$ cat config.mk
export PLATFORM = sky130hd
export DESIGN_NAME = vga_timing_gen
export DESIGN_NICKNAME = d
export VERILOG_FILES = /design/src/rtl/vga_pkg.sv /design/src/rtl/vga_sync_counter.sv /design/src/rtl/vga_timing_gen.sv
export SDC_FILE = /design/constraint.sdc
export NUM_CORES = 1
export LEC_CHECK = 0
export ABC_AREA = 0
export CORE_UTILIZATION = 44
export CTS_CLUSTER_SIZE = 12
export DETAILED_ROUTE_END_ITERATION = 10
export PLACE_DENSITY = 0.68
export SKIP_CTS_REPAIR_TIMING = 1
export SYNTH_ARGS = -nofsm -noshare
export SYNTH_HDL_FRONTEND = slang
export SYNTH_SLANG_ARGS = --single-unit
$ cat constraint.sdc
create_clock -name vga_clk -period 2.8 [get_ports vga_clk]
set_clock_uncertainty 0.1 [all_clocks]
set_input_delay 0.28 -clock vga_clk [delete_from_list [all_inputs] [get_ports vga_clk]]
set_output_delay 0.28 -clock vga_clk [all_outputs]
set_load 0.05 [all_outputs]
$ cat src/rtl/vga_pkg.sv
// Shared VGA timing constants: 640x480 @ 60 Hz defaults, derived totals,
// and the coordinate width used for DrawX/DrawY and the internal counters.
package vga_pkg;

  localparam int COORD_W = 10;
  localparam int FCNT_W  = 16;

  localparam int H_VISIBLE_DEF = 640;
  localparam int H_FP_DEF      = 16;
  localparam int H_SYNC_DEF    = 96;
  localparam int H_BP_DEF      = 48;

  localparam int V_VISIBLE_DEF = 480;
  localparam int V_FP_DEF      = 10;
  localparam int V_SYNC_DEF    = 2;
  localparam int V_BP_DEF      = 33;

  localparam int H_TOTAL_DEF = H_VISIBLE_DEF + H_FP_DEF + H_SYNC_DEF + H_BP_DEF;
  localparam int V_TOTAL_DEF = V_VISIBLE_DEF + V_FP_DEF + V_SYNC_DEF + V_BP_DEF;

  typedef logic [COORD_W-1:0] coord_t;
  typedef logic [FCNT_W-1:0]  fcnt_t;

endpackage

$ cat src/rtl/vga_sync_counter.sv
// One timing axis: a wrapping counter with sync-pulse and visible-region
// decode of its current value. Used once per line and once per frame.
module vga_sync_counter #(
  parameter int TOTAL      = 800,
  parameter int SYNC_START = 656,
  parameter int SYNC_W     = 96,
  parameter int VISIBLE    = 640,
  parameter int CNT_W      = 10
) (
  input  logic             clk_i,
  input  logic             rst_ni,
  input  logic             en_i,
  output logic [CNT_W-1:0] count_o,
  output logic             wrap_o,
  output logic             sync_n_o,
  output logic             visible_o
);

  localparam logic [CNT_W-1:0] LAST = CNT_W'(TOTAL - 1);
  localparam logic [CNT_W-1:0] SS   = CNT_W'(SYNC_START);
  localparam logic [CNT_W-1:0] SE   = CNT_W'(SYNC_START + SYNC_W);
  localparam logic [CNT_W-1:0] VIS  = CNT_W'(VISIBLE);

  logic [CNT_W-1:0] count_q, count_d;

  // Next count: step when enabled, wrapping from the last value back to 0.
  always_comb begin
    count_d = count_q;
    if (en_i) begin
      count_d = (count_q == LAST) ? '0 : count_q + CNT_W'(1);
    end
  end

  // Counter register with synchronous active-low reset.
  always_ff @(posedge clk_i) begin
    if (!rst_ni) count_q <= '0;
    else         count_q <= count_d;
  end

  assign count_o   = count_q;
  assign wrap_o    = en_i && (count_q == LAST);
  assign sync_n_o  = !((count_q >= SS) && (count_q < SE));
  assign visible_o = (count_q < VIS);

endmodule

$ cat src/rtl/vga_timing_gen.sv
// VGA raster timing generator. Horizontal and vertical counters advance on
// pix_en; every output is a registered decode of the pre-increment position,
// so DrawX/DrawY and the sync/blank flags always describe the same pixel.
module vga_timing_gen
  import vga_pkg::*;
#(
  parameter int H_VISIBLE = H_VISIBLE_DEF,
  parameter int H_FP      = H_FP_DEF,
  parameter int H_SYNC    = H_SYNC_DEF,
  parameter int H_BP      = H_BP_DEF,
  parameter int V_VISIBLE = V_VISIBLE_DEF,
  parameter int V_FP      = V_FP_DEF,
  parameter int V_SYNC    = V_SYNC_DEF,
  parameter int V_BP      = V_BP_DEF
) (
  input  logic               vga_clk,
  input  logic               reset_n,
  input  logic               pix_en,
  output logic               hs,
  output logic               vs,
  output logic               blank,
  output logic [COORD_W-1:0] DrawX,
  output logic [COORD_W-1:0] DrawY,
  output logic               line_start,
  output logic               frame_start,
  output logic [FCNT_W-1:0]  frame_count
);

  localparam int H_TOTAL = H_VISIBLE + H_FP + H_SYNC + H_BP;
  localparam int V_TOTAL = V_VISIBLE + V_FP + V_SYNC + V_BP;

  coord_t hc, vc;
  logic   h_wrap, v_wrap;
  logic   h_sync_n, v_sync_n;
  logic   h_vis, v_vis;

  vga_sync_counter #(
    .TOTAL      (H_TOTAL),
    .SYNC_START (H_VISIBLE + H_FP),
    .SYNC_W     (H_SYNC),
    .VISIBLE    (H_VISIBLE),
    .CNT_W      (COORD_W)
  ) u_hcnt (
    .clk_i     (vga_clk),
    .rst_ni    (reset_n),
    .en_i      (pix_en),
    .count_o   (hc),
    .wrap_o    (h_wrap),
    .sync_n_o  (h_sync_n),
    .visible_o (h_vis)
  );

  // The vertical axis steps once per line: h_wrap already includes pix_en.
  vga_sync_counter #(
    .TOTAL      (V_TOTAL),
    .SYNC_START (V_VISIBLE + V_FP),
    .SYNC_W     (V_SYNC),
    .VISIBLE    (V_VISIBLE),
    .CNT_W      (COORD_W)
  ) u_vcnt (
    .clk_i     (vga_clk),
    .rst_ni    (reset_n),
    .en_i      (h_wrap),
    .count_o   (vc),
    .wrap_o    (v_wrap),
    .sync_n_o  (v_sync_n),
    .visible_o (v_vis)
  );

  // origin_q is set whenever the counters sit at (0,0): after reset and
  // after a frame wrap, so frame_start needs no wide compare.
  logic   origin_q, origin_d;
  logic   hs_q, hs_d, vs_q, vs_d, blank_q, blank_d;
  logic   ls_q, ls_d, fs_q, fs_d;
  coord_t x_q, x_d, y_q, y_d;
  fcnt_t  fc_q, fc_d;

  // Next-state decode: capture the current position on enabled cycles,
  // hold otherwise with the single-cycle pulses forced low.
  always_comb begin
    origin_d = origin_q;
    hs_d     = hs_q;
    vs_d     = vs_q;
    blank_d  = blank_q;
    x_d      = x_q;
    y_d      = y_q;
    fc_d     = fc_q;
    ls_d     = 1'b0;
    fs_d     = 1'b0;
    if (pix_en) begin
      origin_d = v_wrap;
      hs_d     = h_sync_n;
      vs_d     = v_sync_n;
      blank_d  = h_vis && v_vis;
      x_d      = hc;
      y_d      = vc;
      ls_d     = (hc == '0);
      fs_d     = origin_q;
      if (origin_q) fc_d = fc_q + FCNT_W'(1);
    end
  end

  // Output registers; reset abandons any frame in progress with syncs idle.
  always_ff @(posedge vga_clk) begin
    if (!reset_n) begin
      origin_q <= 1'b1;
      hs_q     <= 1'b1;
      vs_q     <= 1'b1;
      blank_q  <= 1'b0;
      x_q      <= '0;
      y_q      <= '0;
      ls_q     <= 1'b0;
      fs_q     <= 1'b0;
      fc_q     <= '0;
    end else begin
      origin_q <= origin_d;
      hs_q     <= hs_d;
      vs_q     <= vs_d;
      blank_q  <= blank_d;
      x_q      <= x_d;
      y_q      <= y_d;
      ls_q     <= ls_d;
      fs_q     <= fs_d;
      fc_q     <= fc_d;
    end
  end

  assign hs          = hs_q;
  assign vs          = vs_q;
  assign blank       = blank_q;
  assign DrawX       = x_q;
  assign DrawY       = y_q;
  assign line_start  = ls_q;
  assign frame_start = fs_q;
  assign frame_count = fc_q;

endmodule
# --- Yosys cells after proc, flatten, opt, wreduce, memory -nomap -nowiden ---
# Cells that the tools add are included.
word_totals:
  in_bits: 3
  out_inout_bits: 41
  ff_bits: 62
  wordCells: 34
classes:
  reduce_logical: 10
  magnitude_cmp: 6
  eq_ne: 2
  addsub: 3
  muxes: 2
op_table:
  columns: ["cell", "n"]
  rows:
  - ["$add 10x1->10 const B", 2]
  - ["$eq 10x10->1 const B", 2]
  - ["$lt 10x10->1 const B", 2]
  - ["$lt 10x9->1 const B", 2]
  - ["$mux 10", 2]
  - ["$add 16x1->16 const B", 1]
  - ["$ge 10x10->1 const B", 1]
  - ["$ge 10x9->1 const B", 1]
  - ["$logic_not 10->1", 1]
  - ["$logic_and 1x1->1", 5]
  - ["$reduce_and 2->1", 2]
  - ["$logic_not 1->1", 2]

# --- Longest topological paths before layout ---
logic_depth:
  ltp_word: 3
  mapped_depth: 6

# --- Cells and area by module ---
# A second synthesis with hierarchy kept.
hier_totals:
  cells_unflattened: 284
  hier_area_um2: 2746.4
modules_own_cells:
  columns: ["module", "cells_each", "seq_area_each_um2", "area_per_inst_um2", "n_inst"]
  rows:
  - ["vga_timing_gen", 168, 840.8, 1702.9, 1]
  - ["vga_sync_counter at u_vcnt", 57, 200.2, 528.0, 1]
  - ["vga_sync_counter at u_hcnt", 59, 200.2, 515.5, 1]

# --- Worst setup path before layout ---
# No wires, ideal clock.
synth_timing:
  path_kind: "reg2reg"
  start: "reg u_hcnt.count_q[0] (netlist: u_hcnt.count_o[0])"
  end: "reg u_vcnt.count_q[7] (netlist: u_vcnt.count_o[7])"
  n_path_buf: 1
  path_stages_with_launch: 7
  path_slack_ps: 699
  arrival_ps: 1929
  setup_time_ps: 73
  path_cell_list: "dfxtp_1 > ha_1 > nand4_2 > or4_1 > buf_2 > or4_1 > a21oi_1"
synth_between:
  elab_chain_cells: 2
synth_lines:
  columns: ["item", "line_no", "text"]
  rows:
  - ["start, declared", "vga_sync_counter.sv:24", "logic [CNT_W-1:0] count_q, count_d;"]
  - ["start signal, assigned", "vga_sync_counter.sv:37", "else count_q <= count_d;"]
  - ["$eq 10x10->1", "vga_sync_counter.sv:41", "assign wrap_o = en_i && (count_q == LAST);"]
  - ["$logic_and 1x1->1", "vga_sync_counter.sv:41", null]
  - ["end signal, assigned", "vga_sync_counter.sv:37", null]
  - ["end, declared", "vga_sync_counter.sv:24", null]
# Every way passes these cells.
# A chain may end at the register's enable or synchronous reset.

# --- Worst setup path in the final report ---
layout_timing:
  start: "reg u_hcnt.count_q[1] (netlist: u_hcnt.count_o[1])"
  end: "reg u_vcnt.count_q[9] (netlist: u_vcnt.count_o[9])"
# The elaborated chain is that of the path after synthesis.

==> run summary <==
0 antenna diodes ended up in the layout. The tools report the cell area after technology mapping as 2760 um2. The logs give 0 for the number of antenna violations at the first check in global routing and 35 for the unique cell type count in the Yosys netlist.

The worst setup path is captured at a flop. The combinational group share of total power came out at 5.3%. Total power for the finished layout comes to 0.00185 W. The tools report the sort of element at the start of the critical path as a flop. TritonCTS built the clock tree. Critical path start-end classification: flop to flop. Dividing the detail-routed via count by the number of cells gives 5.19. In this run the clock root is driven by a clkbuf_8. The tools report the count of maximum capacitance violations as 0.

After layout, the worst path uses 82.0% of the clock period. No sink is reached through more buffers than the 2 on the longest clock path. Counting every instance in the synthesized netlist gives 299. The floorplan step set the die height to 81.2 um. Once detail routing completed, the nets flagged for antenna violations numbered 0. A synthesized cell averages 9.22 um2. After clock tree synthesis, the clock-pin slew on the worst setup and hold paths is 0.07 ns. STA puts the critical path data arrival time at 2.46 ns.

The final count of hold timing violations came out at 0. In the synthesized netlist, the cells that appear most often are 62 x dfxtp_1, 22 x mux2i_1, 22 x nand2_1, 20 x nor2b_1, 14 x nand3_1. The run gives 46.0% as the initial core utilization. Final number of setup-violating endpoints: 0. The achievable clock frequency was 0.435 GHz; the depth of the worst register-to-register path was 5. Ranked by total cell area, the synthesized netlist is headed by dfxtp_1 45%, mux2i_1 8.0%, nor2b_1 4.5%. Proportion of layout cells with a drive suffix above 1: 5.80%.

The predominant post-synthesis flop cell was dfxtp_1. The max-slew violation count was 0; the starting DRC count in detailed routing was 112. The fraction of post-synthesis cell area in the top cell type by area is 45.0%, and the number of enable-type register cells in the synthesized netlist is 0. Per report_power, the sequential group accounts for 48.6% of the total. Detailed placement finished with a half-perimeter wire length of 3.80 mm. The tools report the synthesized net count as 308.

In this run the static leakage power is 1.28 nW. Placer's final routability congestion estimate: 0.771. The die is 81.2 um wide.

The flow ran to the end, and the final reports show no timing, DRC or antenna violations. The tools report the total clock sinks as 62. The H-tree was split into 3 levels. For this run, the post-layout net count is 349.

Setup repair after global routing left no endpoint under its margin. Along the worst path, the maximum fanout reaches 8. For this run, the total global-route usage over all layers was measured as 19.6%. In this run the tightest slew margin relative to its limit is 54.3%. The first-pass iteration count of the detailed router was 4.

Counting the buffers created by CTS gives 9. The net load switching power came out at 0.000399 W. Summed over all instances, the cell type with the most area after synthesis is dfxtp_1. Net switching share of the total power: 21.6%. The power density over the cells is 538 nW/um2, and the placeable core area is 5990 um2. The routed wire length is 5.66 mm. The worst hold path class is input pin to flop. The tightest hold path in the finished design has a slack of 0.341 ns. Total internal power: 0.00145 W. The proportion of synthesized chip area in sequential cells is 45.0%, and the number of cells on the worst hold path is 4.

The most numerous cell in the Yosys netlist was dfxtp_1. The async set or reset register ratio after synthesis was 0%. Across the VDD grid, the largest voltage drop is 332 uV.

The logs give 0 for the count of yosys warnings during synthesis and 2,178 for the total vias in the final route. The number of ports placed on the die boundary is 44. The number of buffers inserted by port buffering came out at 43.

For this run, the share of the core covered by cells in the final layout is 57.5%. Entering global routing, the biggest net connects 26 pins. The number of global-route vias before repair is 2,036, and the transition time at the pin with the least slew margin is 0.682 ns. In the final timing run, aggregate negative setup slack is 0 ns. The worst endpoint required time is 2.97 ns, and the remaining design rule violation count is 0.

The floorplan has 28 rows. Counting flops and latches in the post-synthesis netlist gives 62. The area added between synthesis and finish was 24.9%. The clock share of power is 46.1%, and the die outline area is 6590 um2. The global-route wire length before repair is 9.69 mm, and the minimum clock period after layout is 2.30 ns.

The clock latency at the later pin of the worst-skew pair came out at 0.34 ns. For this run the aggregate overflow at the end of global routing stands at 0. The routed length per placed instance was 13.5 um.
-- sequential cells by signal, summed over array words and instances (netlist names) --
name,count
DrawX,10
DrawY,10
blank,1
frame_count,16
frame_start,1
hs,1
line_start,1
origin_q,1
u_hcnt.count_o,10
u_vcnt.count_o,10
vs,1
-- routing by layer --
metal | track usage [%] | wire (um) | vias up
met4 | 7.68 | 99 | 0
met3 | 7.08 | 264 | 12
li1 | - | - | 1121
met1 | 25.2 | 2750 | 1001
met5 | 0 | 0 | -
met2 | 29.7 | 2550 | 44
-- per-stage QoR --
| step | instance area [um2] | setup slack (ns) | instances |
|---|---|---|---|
| after floorplan | 2760 | 0.699 | 299 |
| after global placement | 3230 | 0.576 | 404 |
| after detailed placement | 3230 | 0.514 | 404 |
| after CTS | 3440 | 0.507 | 420 |
| after global routing | 3440 | 0.337 | 420 |
| final | 3440 | 0.503 | 420 |
-- logic make-up after synthesis --
logic type,count (synthesis),synth area share (%)
buffers and inverters,27,4.17
and+or+nand+nor,130,26.5
DFF,62,45.0
AOI/OAI and AO/OA,32,7.21
muxes,22,7.99
xor gates and xnor gates,20,6.35
adders and majority gates,6,2.72
-- final timing paths --
path | from | end | slack [ns]
min | pix_en | u_hcnt.count_o[6] | 0.34
max reg2reg | u_hcnt.count_o[1] | u_vcnt.count_o[9] | 0.50
min reg2reg | blank | blank | 0.38
max | u_hcnt.count_o[1] | u_vcnt.count_o[9] | 0.50
-- worst max-delay path: stages, from the launching register on --
cell     delay, ns
dfxtp_1       0.39
ha_1          0.22
nand4_2       0.21
or4_1         0.70
or4_1         0.45
a21oi_1       0.15
-- cells in the final DEF (no fill, tap or decap), drive strengths merged, types with 9 or more instances in the layout --
cell and count:
dfxtp 62, clkdlybuf4s50 42, mux2i 22, nand2 22, nor2b 20, nand3 14
and2 13, nor2 13, o21ai 12, clkbuf 12, xor2 11, inv 10
nand4 10, xnor2 9
-- final cells by class --
cell class / count / area (um2)
clock inverters: 4 / 70.1
repair buffers: 47 / 455
fillers: 559 / 2550
flip-flops and latches: 62 / 1240
inverters: 10 / 37.5
multi-input cells: 210 / 1400
well taps: 75 / 93.8
clock buffers: 12 / 145
-- power by group through the flow --
stage / sequential (W) / clock, W / combinational (W)
2_1_floorplan: 0.000941 / 0 / 0.0000495
4_1_cts: 0.000901 / 0.000875 / 0.0000988
5_1_grt: 0.000902 / 0.000910 / 0.000106
3_3_place_gp: 0.000920 / 0 / 0.0000976
3_5_place_dp: 0.000921 / 0 / 0.0000984
6_report: 0.000901 / 0.000853 / 0.0000978
No activity file was read; power rests on OpenSTA's default activity.
